$ cat src/rtl/commit_trace_buf.sv
// Commit trace buffer: records retired-instruction entries into a show-ahead FIFO from arm
// until a PC-match, full or cycle-limit halt; entries drain through rd_pop in any state.
`timescale 1ns/1ps
module commit_trace_buf #(
    parameter  int unsigned DW      = 32,
    parameter  int unsigned DEPTH   = 16,
    parameter  int unsigned CYC_W   = 16,
    parameter  int unsigned WRAP    = 0,
    localparam int unsigned ENTRY_W = 2 * DW + 38,
    localparam int unsigned CW      = $clog2(DEPTH) + 1
) (
    input  logic               clk,
    input  logic               rstn,
    input  logic               arm,
    input  logic               clear,
    input  logic               cmt_valid,
    input  logic [DW-1:0]      cmt_pc,
    input  logic [31:0]        cmt_instr,
    input  logic [4:0]         cmt_rd,
    input  logic               cmt_we,
    input  logic [DW-1:0]      cmt_wdata,
    input  logic               halt_en,
    input  logic [DW-1:0]      halt_pc,
    input  logic [CYC_W-1:0]   max_cycles,
    input  logic               rd_pop,
    output logic               rd_valid,
    output logic [ENTRY_W-1:0] rd_data,
    output logic [CW-1:0]      count,
    output logic [1:0]         state,
    output logic [1:0]         halt_cause,
    output logic               overflow,
    output logic [CYC_W-1:0]   cycle_cnt
);

    localparam int unsigned   AW       = $clog2(DEPTH);
    localparam logic [CW-1:0] FULL_CNT = CW'(DEPTH);
    localparam bit            WRAP_EN  = (WRAP != 0);

    localparam logic [1:0] CAUSE_NONE   = 2'd0;
    localparam logic [1:0] CAUSE_PC     = 2'd1;
    localparam logic [1:0] CAUSE_FULL   = 2'd2;
    localparam logic [1:0] CAUSE_CYCLES = 2'd3;

    typedef enum logic [1:0] {
        StIdle    = 2'd0,
        StCapture = 2'd1,
        StHalted  = 2'd2
    } state_e;

    state_e             r_state;
    logic [AW-1:0]      r_wr_ptr;
    logic [AW-1:0]      r_rd_ptr;
    logic [CW-1:0]      r_count;
    logic [1:0]         r_halt_cause;
    logic               r_overflow;
    logic [CYC_W-1:0]   r_cycle_cnt;
    logic [ENTRY_W-1:0] r_mem [DEPTH];

    logic               w_capture;
    logic               w_pop;
    logic               w_full;
    logic               w_push_req;
    logic               w_pc_hit;
    logic               w_blocked;
    logic               w_push;
    logic               w_overwrite;
    logic               w_cyc_hit;
    logic [CYC_W-1:0]   w_cyc_next;
    logic [1:0]         w_cause;
    logic [CW-1:0]      w_count_next;
    logic [ENTRY_W-1:0] w_entry;

    assign w_entry = {cmt_pc, cmt_instr, cmt_rd, cmt_we, cmt_wdata};

    always_comb begin
        w_capture  = (r_state == StCapture);
        w_pop      = rd_pop && (r_count != '0);
        w_full     = (r_count == FULL_CNT);
        w_push_req = w_capture && cmt_valid && !clear;
        w_pc_hit   = w_push_req && halt_en && (cmt_pc == halt_pc);
        // A pop in the same cycle frees the slot, so only an unpopped full buffer blocks.
        w_blocked   = w_push_req && w_full && !w_pop && !WRAP_EN;
        w_push      = w_push_req && !w_blocked;
        w_overwrite = w_push && w_full && !w_pop;

        w_cyc_next = (&r_cycle_cnt) ? r_cycle_cnt : r_cycle_cnt + CYC_W'(1);
        w_cyc_hit  = w_capture && (max_cycles != '0) && (w_cyc_next == max_cycles);

        w_cause = CAUSE_NONE;
        if (w_pc_hit) begin
            w_cause = CAUSE_PC;
        end else if (w_blocked) begin
            w_cause = CAUSE_FULL;
        end else if (w_cyc_hit) begin
            w_cause = CAUSE_CYCLES;
        end

        w_count_next = r_count;
        if (w_push && !w_pop && !w_overwrite) begin
            w_count_next = r_count + CW'(1);
        end else if (w_pop && !w_push) begin
            w_count_next = r_count - CW'(1);
        end
    end

    always_ff @(posedge clk or negedge rstn) begin
        if (!rstn) begin
            r_state      <= StIdle;
            r_wr_ptr     <= '0;
            r_rd_ptr     <= '0;
            r_count      <= '0;
            r_halt_cause <= CAUSE_NONE;
            r_overflow   <= 1'b0;
            r_cycle_cnt  <= '0;
        end else if (clear) begin
            r_state      <= StIdle;
            r_wr_ptr     <= '0;
            r_rd_ptr     <= '0;
            r_count      <= '0;
            r_halt_cause <= CAUSE_NONE;
            r_overflow   <= 1'b0;
            r_cycle_cnt  <= '0;
        end else begin
            if (w_push) begin
                r_wr_ptr <= r_wr_ptr + AW'(1);
            end
            // Overwriting the oldest entry retires it, so the read side advances too.
            if (w_pop || w_overwrite) begin
                r_rd_ptr <= r_rd_ptr + AW'(1);
            end
            r_count <= w_count_next;
            if (w_overwrite) begin
                r_overflow <= 1'b1;
            end
            case (r_state)
                StIdle: begin
                    if (arm) begin
                        r_state <= StCapture;
                    end
                end
                StCapture: begin
                    r_cycle_cnt <= w_cyc_next;
                    if (w_cause != CAUSE_NONE) begin
                        r_state      <= StHalted;
                        r_halt_cause <= w_cause;
                    end
                end
                default: begin
                end
            endcase
        end
    end

    always_ff @(posedge clk) begin
        if (w_push) begin
            r_mem[r_wr_ptr] <= w_entry;
        end
    end

    assign rd_valid   = (r_count != '0);
    assign rd_data    = r_mem[r_rd_ptr];
    assign count      = r_count;
    assign state      = r_state;
    assign halt_cause = r_halt_cause;
    assign overflow   = r_overflow;
    assign cycle_cnt  = r_cycle_cnt;

endmodule

$ cat config.mk
export PLATFORM = sky130hd
export DESIGN_NAME = commit_trace_buf
export DESIGN_NICKNAME = d
export VERILOG_FILES = /design/src/rtl/commit_trace_buf.sv
export SDC_FILE = /design/constraint.sdc
export NUM_CORES = 1
export LEC_CHECK = 0
export ABC_AREA = 0
export BUFFER_PORTS_ARGS = -buffer_cell sky130_fd_sc_hd__buf_2
export CAP_MARGIN = 10
export CORE_ASPECT_RATIO = 0.7
export CORE_UTILIZATION = 61
export CTS_CLUSTER_DIAMETER = 200
export DETAILED_ROUTE_END_ITERATION = 7
export GPL_TIMING_DRIVEN = 0
export PLACE_DENSITY_LB_ADDON = 0.2
export SLEW_MARGIN = 30
export SYNTH_ARGS = -nofsm -noshare
export SYNTH_HDL_FRONTEND = slang
export SYNTH_SLANG_ARGS = --single-unit
$ cat constraint.sdc
create_clock -name clk -period 6.2 [get_ports clk]
set_input_delay 0.31 -clock clk [delete_from_list [all_inputs] [get_ports clk]]
set_output_delay 0.31 -clock clk [all_outputs]
set_load 0.005 [all_outputs]
# Word-level counts from Yosys, hierarchy flattened
# Memory sizes are Yosys's and may differ from the RTL's.
# Cells that the tools add are included.
# Widths: inputs -> output; s select.
[word_totals] reg_bits=34 ram_bits=1632 in_bits=157 output_inout_bits=129 word_cells=78 memories=1
[classes] n_addsub=5 n_eq_ne=6 n_mux=24 n_reduce_logical=35
[memory_table] name="r_mem" depth=16 width=102 read_ports=1 rd_clocked_by_memory_dff=0 write_ports=1 line="57" rtl="logic [ENTRY_W-1:0] r_mem [DEPTH];"
[ops] cell="$mux 16" count=3
[ops] cell="$eq 32x32->1" count=1
[ops] cell="$mux 2" count=9
[ops] cell="$add 16x1->16 const B" count=1
[ops] cell="$eq 16x16->1" count=1
[ops] cell="$mux 4" count=4
[ops] cell="$reduce_and 16->1" count=1
[ops] cell="$reduce_bool 16->1" count=1
[ops] cell="$logic_and 1x1->1" count=15
[ops] cell="$mux 5" count=3
[ops] cell="$reduce_bool 2->1" count=6
[ops] cell="$add 4x1->4 const B" count=2
[ops] cell="$reduce_bool 3->1" count=2
[ops] cell="$add 5x1->5 const B" count=1
[ops] cell="$eq 5x5->1 const B" count=1
[ops] cell="$logic_not 1->1" count=5
[ops] cell="$reduce_bool 5->1" count=1
[ops] cell="$sub 5x1->5 const B" count=1
[ops] cell="$mux 1" count=4
[ops] cell="$pmux 2 s2" count=1
[ops] cell="$ne 3x2->1 const B" count=1
[ops] cell="$ne 3x3->1 const B" count=1
[ops] cell="$reduce_and 3->1" count=1
[ops] cell="$eq 2x1->1 const B" count=1
[ops] cell="3 further kinds" count=3

# Depth between registers and ports, before layout
[depth] ltp_word=13 depth_mapped=14 depth_no_buf=13

# Worst setup path before layout
# No wires, ideal clock.
[synth_path] kind="reg-to-reg" startpoint="register r_state[0] (netlist: state[0])" endpoint="memory r_mem[0][0] (netlist name) (enable)" setup_ns=0.472 t_arrival_ns=3.978 t_required_ns=5.728 setup_slack_ns=1.749 stages_incl_launch_ff=8 path_buffers=1 synth_period_minus_slack_ns=4.451 cell_sequence="dfrtp_1 inv_1 nor2_1 and3_1 and2_1 clkbuf_1 nor3b_1 and2_1"
[synth_between] elab_chain_cells=9
[synth_rtl] item="start, declared" line="50" rtl="state_e r_state;"
[synth_rtl] item="start signal, assigned" line="108" rtl="r_state <= StIdle;"
[synth_rtl] item="start signal, assigned" line="116" rtl="r_state <= StIdle;"
[synth_rtl] item="start signal, assigned" line="138" rtl="r_state <= StCapture;"
[synth_rtl] item="$eq 2x1->1 *" line="76" rtl="w_capture = (r_state == StCapture);"
[synth_rtl] item="$logic_and 1x1->1 * (2 in series)" line="79" rtl="w_push_req = w_capture && cmt_valid && !clear;"
[synth_rtl] item="$logic_and 1x1->1 (2 in series)" line="82" rtl="w_blocked = w_push_req && w_full && !w_pop && !WRAP_EN;"
[synth_rtl] item="$logic_not 1->1" line="83" rtl="w_push = w_push_req && !w_blocked;"
[synth_rtl] item="$logic_and 1x1->1 *" line="83"
[synth_rtl] item="$mux 1 *" line="155" rtl="if (w_push) begin"
[synth_rtl] item="$mux 1 (implied by the code) *" line="156" rtl="r_mem[r_wr_ptr] <= w_entry;"
[synth_rtl] item="end, declared" line="57"
# Mark *: on every way between the ends. The rest lies on a longest branch, timed or not.

# Final worst setup path
[layout_path] startpoint="register r_rd_ptr[0]" endpoint="output rd_data[84]"
[layout_between] elab_chain_cells=1
[layout_rtl] item="start, declared" line="52" rtl="logic [AW-1:0] r_rd_ptr;"
[layout_rtl] item="start signal, assigned" line="129" rtl="r_rd_ptr <= r_rd_ptr + AW'(1);"
[layout_rtl] item="$mem_v2 16x102"
[layout_rtl] item="end, declared" line="27" rtl="output logic [ENTRY_W-1:0] rd_data,"
# No other way between the ends.

==> flow_metrics.env <==
export IMPL_synth_async_sr_flop_share=0.0204
export IMPL_die_w_um=390
export IMPL_finalNetCount=3431
export IMPL_final_period_minus_worst_setup_slack_ns=4.52
export IMPL_nets_in_the_synthesized_netlist=2835
export IMPL_multi_input_comb_area_um2=13900
export IMPL_cp_required_ns=5.89
export IMPL_path_clk_slew_ns=0.07
export IMPL_synth_compound_area_share=0.00704
export IMPL_timing_final_hold_violations=0
export IMPL_power_density_cell_area_nw_per_um2=345
export IMPL_drive_above_1_share=0.340
export IMPL_synth_flop_cell="edfxtp_1"
export IMPL_grt_start_max_net_pins=35
export IMPL_synth_ff_latch_count=1666
export IMPL_clock_latency_ns=0.78
export IMPL_synth_mux_area_fraction=0.180
export IMPL_synth_area_top_cells="edfxtp_1 (76%), mux4_2 (18%), dfrtp_1 (1.3%), xnor2_1 (0.64%), clkbuf_1 (0.46%)"
export IMPL_ios=286
export IMPL_register_area_um2=49900
export IMPL_number_of_synthesized_flops_with_an_enable_pin=1632
export IMPL_detailedRoute_firstPassIterationCount=7
export IMPL_worst_slew_margin_rel=0.265
export IMPL_r2r_cells=11
export IMPL_first_global_vias=32844
export IMPL_status="complete, no violations"
export IMPL_max_cap_viol_count=0
export IMPL_fin_worst_skew_ns=0.0289
export IMPL_yosys_area_share_xor_xnor=0.00845
export IMPL_max_rail_drop_vdd_mv=0.214
export IMPL_worstPathBufferInverterCount=4
export IMPL_chipHeight_um=274
export IMPL_grt_ovfl_total=0
export IMPL_via_count=32268
export IMPL_post_route_drc_count=0
export IMPL_synthTopCellsByCount="edfxtp_1 (1632), mux4_2 (510), clkbuf_1 (78)"
export IMPL_finalSetupViolCount=0
export IMPL_synth_lib_cells_used_distinct=66
export IMPL_antenna_violations_before_repair=14
export IMPL_post_synth_and_or_nand_nor_area_fraction=0.0179
export IMPL_critPathMaxFanout=10
export IMPL_yosys_area_top_type="edfxtp_1"
export IMPL_place_port_buffers=285
export IMPL_floorplan_die_area_um2=107000
export IMPL_wire_per_inst_um=34.0
export IMPL_yosysMostFrequentCell="edfxtp_1"
export IMPL_synth_fa_ha_area_frac=0.00206
export IMPL_cts_root_buffer="clkbuf_16"
export IMPL_postSynthAreaPerCell_um2=24.1
export IMPL_cts_bufs_inserted=148
export IMPL_cts_sink_count=1666
export IMPL_clock_path_buffers=3
export IMPL_finalWirelength_mm=163
export IMPL_dp_hpwl_mm=95.4
export IMPL_mapped_area_um2=64300
export IMPL_largest_delay_contributor_family_on_the_critical_path="buffers and inverters"
export IMPL_n_fill_cell=5954
export IMPL_critical_path_class="reg -> out"
export IMPL_vias_per_cell=6.72
export IMPL_holdCritPathClass="in -> async"
export IMPL_worstPathArrival_ns=4.21
export IMPL_finalPower_mw=25.7
export IMPL_slew_violations=0
export IMPL_path_depth=6
export IMPL_grt_first_pass_wirelength_mm=230
export IMPL_layout_worst_path_cycle_share=0.729
export IMPL_cpMaxStageDelayCell="clkbuf_1"
export IMPL_synth_cells=2668
export IMPL_synth_warning_count=0
export IMPL_worstMarginPinSlew_ns=1.10
export IMPL_cell_row_count=99
export IMPL_synth_top_area_frac=0.762
export IMPL_place_congestion=0.838
export IMPL_floorplan_core_area_um2=104000
export IMPL_setup_worst_path_end_class="output pin"
export IMPL_slowest_delay_ns=0.84
export IMPL_h_tree_depth=4
export IMPL_final_design_utilization=0.715
export IMPL_syn2layout_area_growth_pct=16.0
export IMPL_tritoncts_clock_tree="done"
export IMPL_cellLeakagePower_nw=23.4
export IMPL_drtIter0Drc=4326
export IMPL_route_antenna_remaining_nets=0
export IMPL_synth_yosys_seq_area_share=0.775
export IMPL_fmax_ghz=0.221
export IMPL_rsz0062_at_grt="no"
export IMPL_floorplan_initialDensity=0.616
export IMPL_cts_post_setup_buffers_inserted=0
export IMPL_crit_chain="clkbuf_1 > clkbuf_1 > buf_2 > mux4_2 > mux4_2 > buf_2"
export IMPL_grtUsageTotal=0.311
export IMPL_critPathLaunchType="flop"
export IMPL_dominant_combinational_cell_family_by_area_after_synthesis="multiplexers"
-- cells by family (layout without fill, tap and decap cells) --
logic type | count (synthesis) | after routing
compound gates | 68 | 68
xor+xnor | 62 | 62
fa+ha+maj | 10 | 10
buf+inv | 144 | 854
flops | 1666 | 1666
mux | 519 | 519
other cells | 0 | 8
simple gates | 199 | 199
-- layout by cell type (no fill, tap or decap), types with 9 or more instances in the layout --
| cell type | n |
|---|---|
| xor2_1 | 15 |
| nand4_1 | 21 |
| clkinv_1 | 38 |
| edfxtp_1 | 1632 |
| and2_4 | 16 |
| clkbuf_16 | 153 |
| nor4_1 | 13 |
| ha_1 | 9 |
| clkinv_2 | 25 |
| a21oi_1 | 15 |
| xnor2_1 | 47 |
| buf_16 | 19 |
| nor2_1 | 39 |
| clkbuf_1 | 84 |
| buf_12 | 34 |
| nor3_1 | 9 |
| o21ai_0 | 14 |
| mux4_2 | 510 |
| clkbuf_2 | 22 |
| dfrtp_1 | 34 |
| bufinv_16 | 12 |
| nand3_1 | 16 |
| nand2_1 | 33 |
| dlygate4sd3_1 | 107 |
| buf_2 | 328 |
| inv_1 | 13 |
-- stage by stage --
stage	setup slack, ns	instance area, µm²	hold slack (ns)	cells	setup TNS (ns)
2_1_floorplan	1.75	64300	0.0144	2668	0
3_5_place_dp	2.32	68800	0.483	4420	0
4_1_cts	1.60	74500	0.0274	4791	0
6_report	1.68	74600	0.0353	4800	0
5_1_grt	1.65	74500	0.0379	4794	0
3_3_place_gp	-1.99	67500	0.453	4367	-2877.33
-- final timing paths --
path	start	end	slack (ns)
worst max-delay path	r_rd_ptr[0]	rd_data[84]	1.68
worst min-delay path	rstn	cycle_cnt[11]	0.04
worst max register to register	state[0]	r_mem[4][47]	2.22
worst min register to register	overflow	overflow	0.52
max in group asynchronous	rstn	r_rd_ptr[2]	5.69
min in group clk	max_cycles[1]	halt_cause[1]	0.08
-- per-layer routing --
layer,vias to the layer above,share of wire,GRT usage
met4,18,0.033,0.106
met1,16945,0.37,0.437
met3,334,0.11,0.0748
met2,2260,0.48,0.488
li1,12711,-,-
met5,-,0.00067,0
-- cell type report --
cell class,count,share of cell area
Sequential cell,1666,0.669
Multi-Input combinational cell,858,0.186
Clock buffer,181,0.0528
Timing Repair Buffer,446,0.0498
Tap cell,1414,0.0237
Clock inverter,83,0.00950
Buffer,131,0.00814
Inverter,13,0.000655
Antenna cell,8,0.000269
-- flip-flops by register name, indices dropped and copies added, names as in the netlist --
register	flops
r_wr_ptr	4
r_rd_ptr	4
overflow	1
halt_cause	2
cycle_cnt	16
r_mem	1632
state	2
count	5
-- power by group --
part           internal [mW]  total, mW  switching [mW]
Sequential              12.4       12.4          0.0418
Combinational           2.10       4.30            2.20
Clock                   5.00       8.96            3.96
-- timing repair --
action,CTS,global route
endpoints found under the setup margin,0,0
endpoints found under the hold margin,1674,0
resized for setup,0,0
hold buffers,107,0
(Power assumes the default switching activity.)
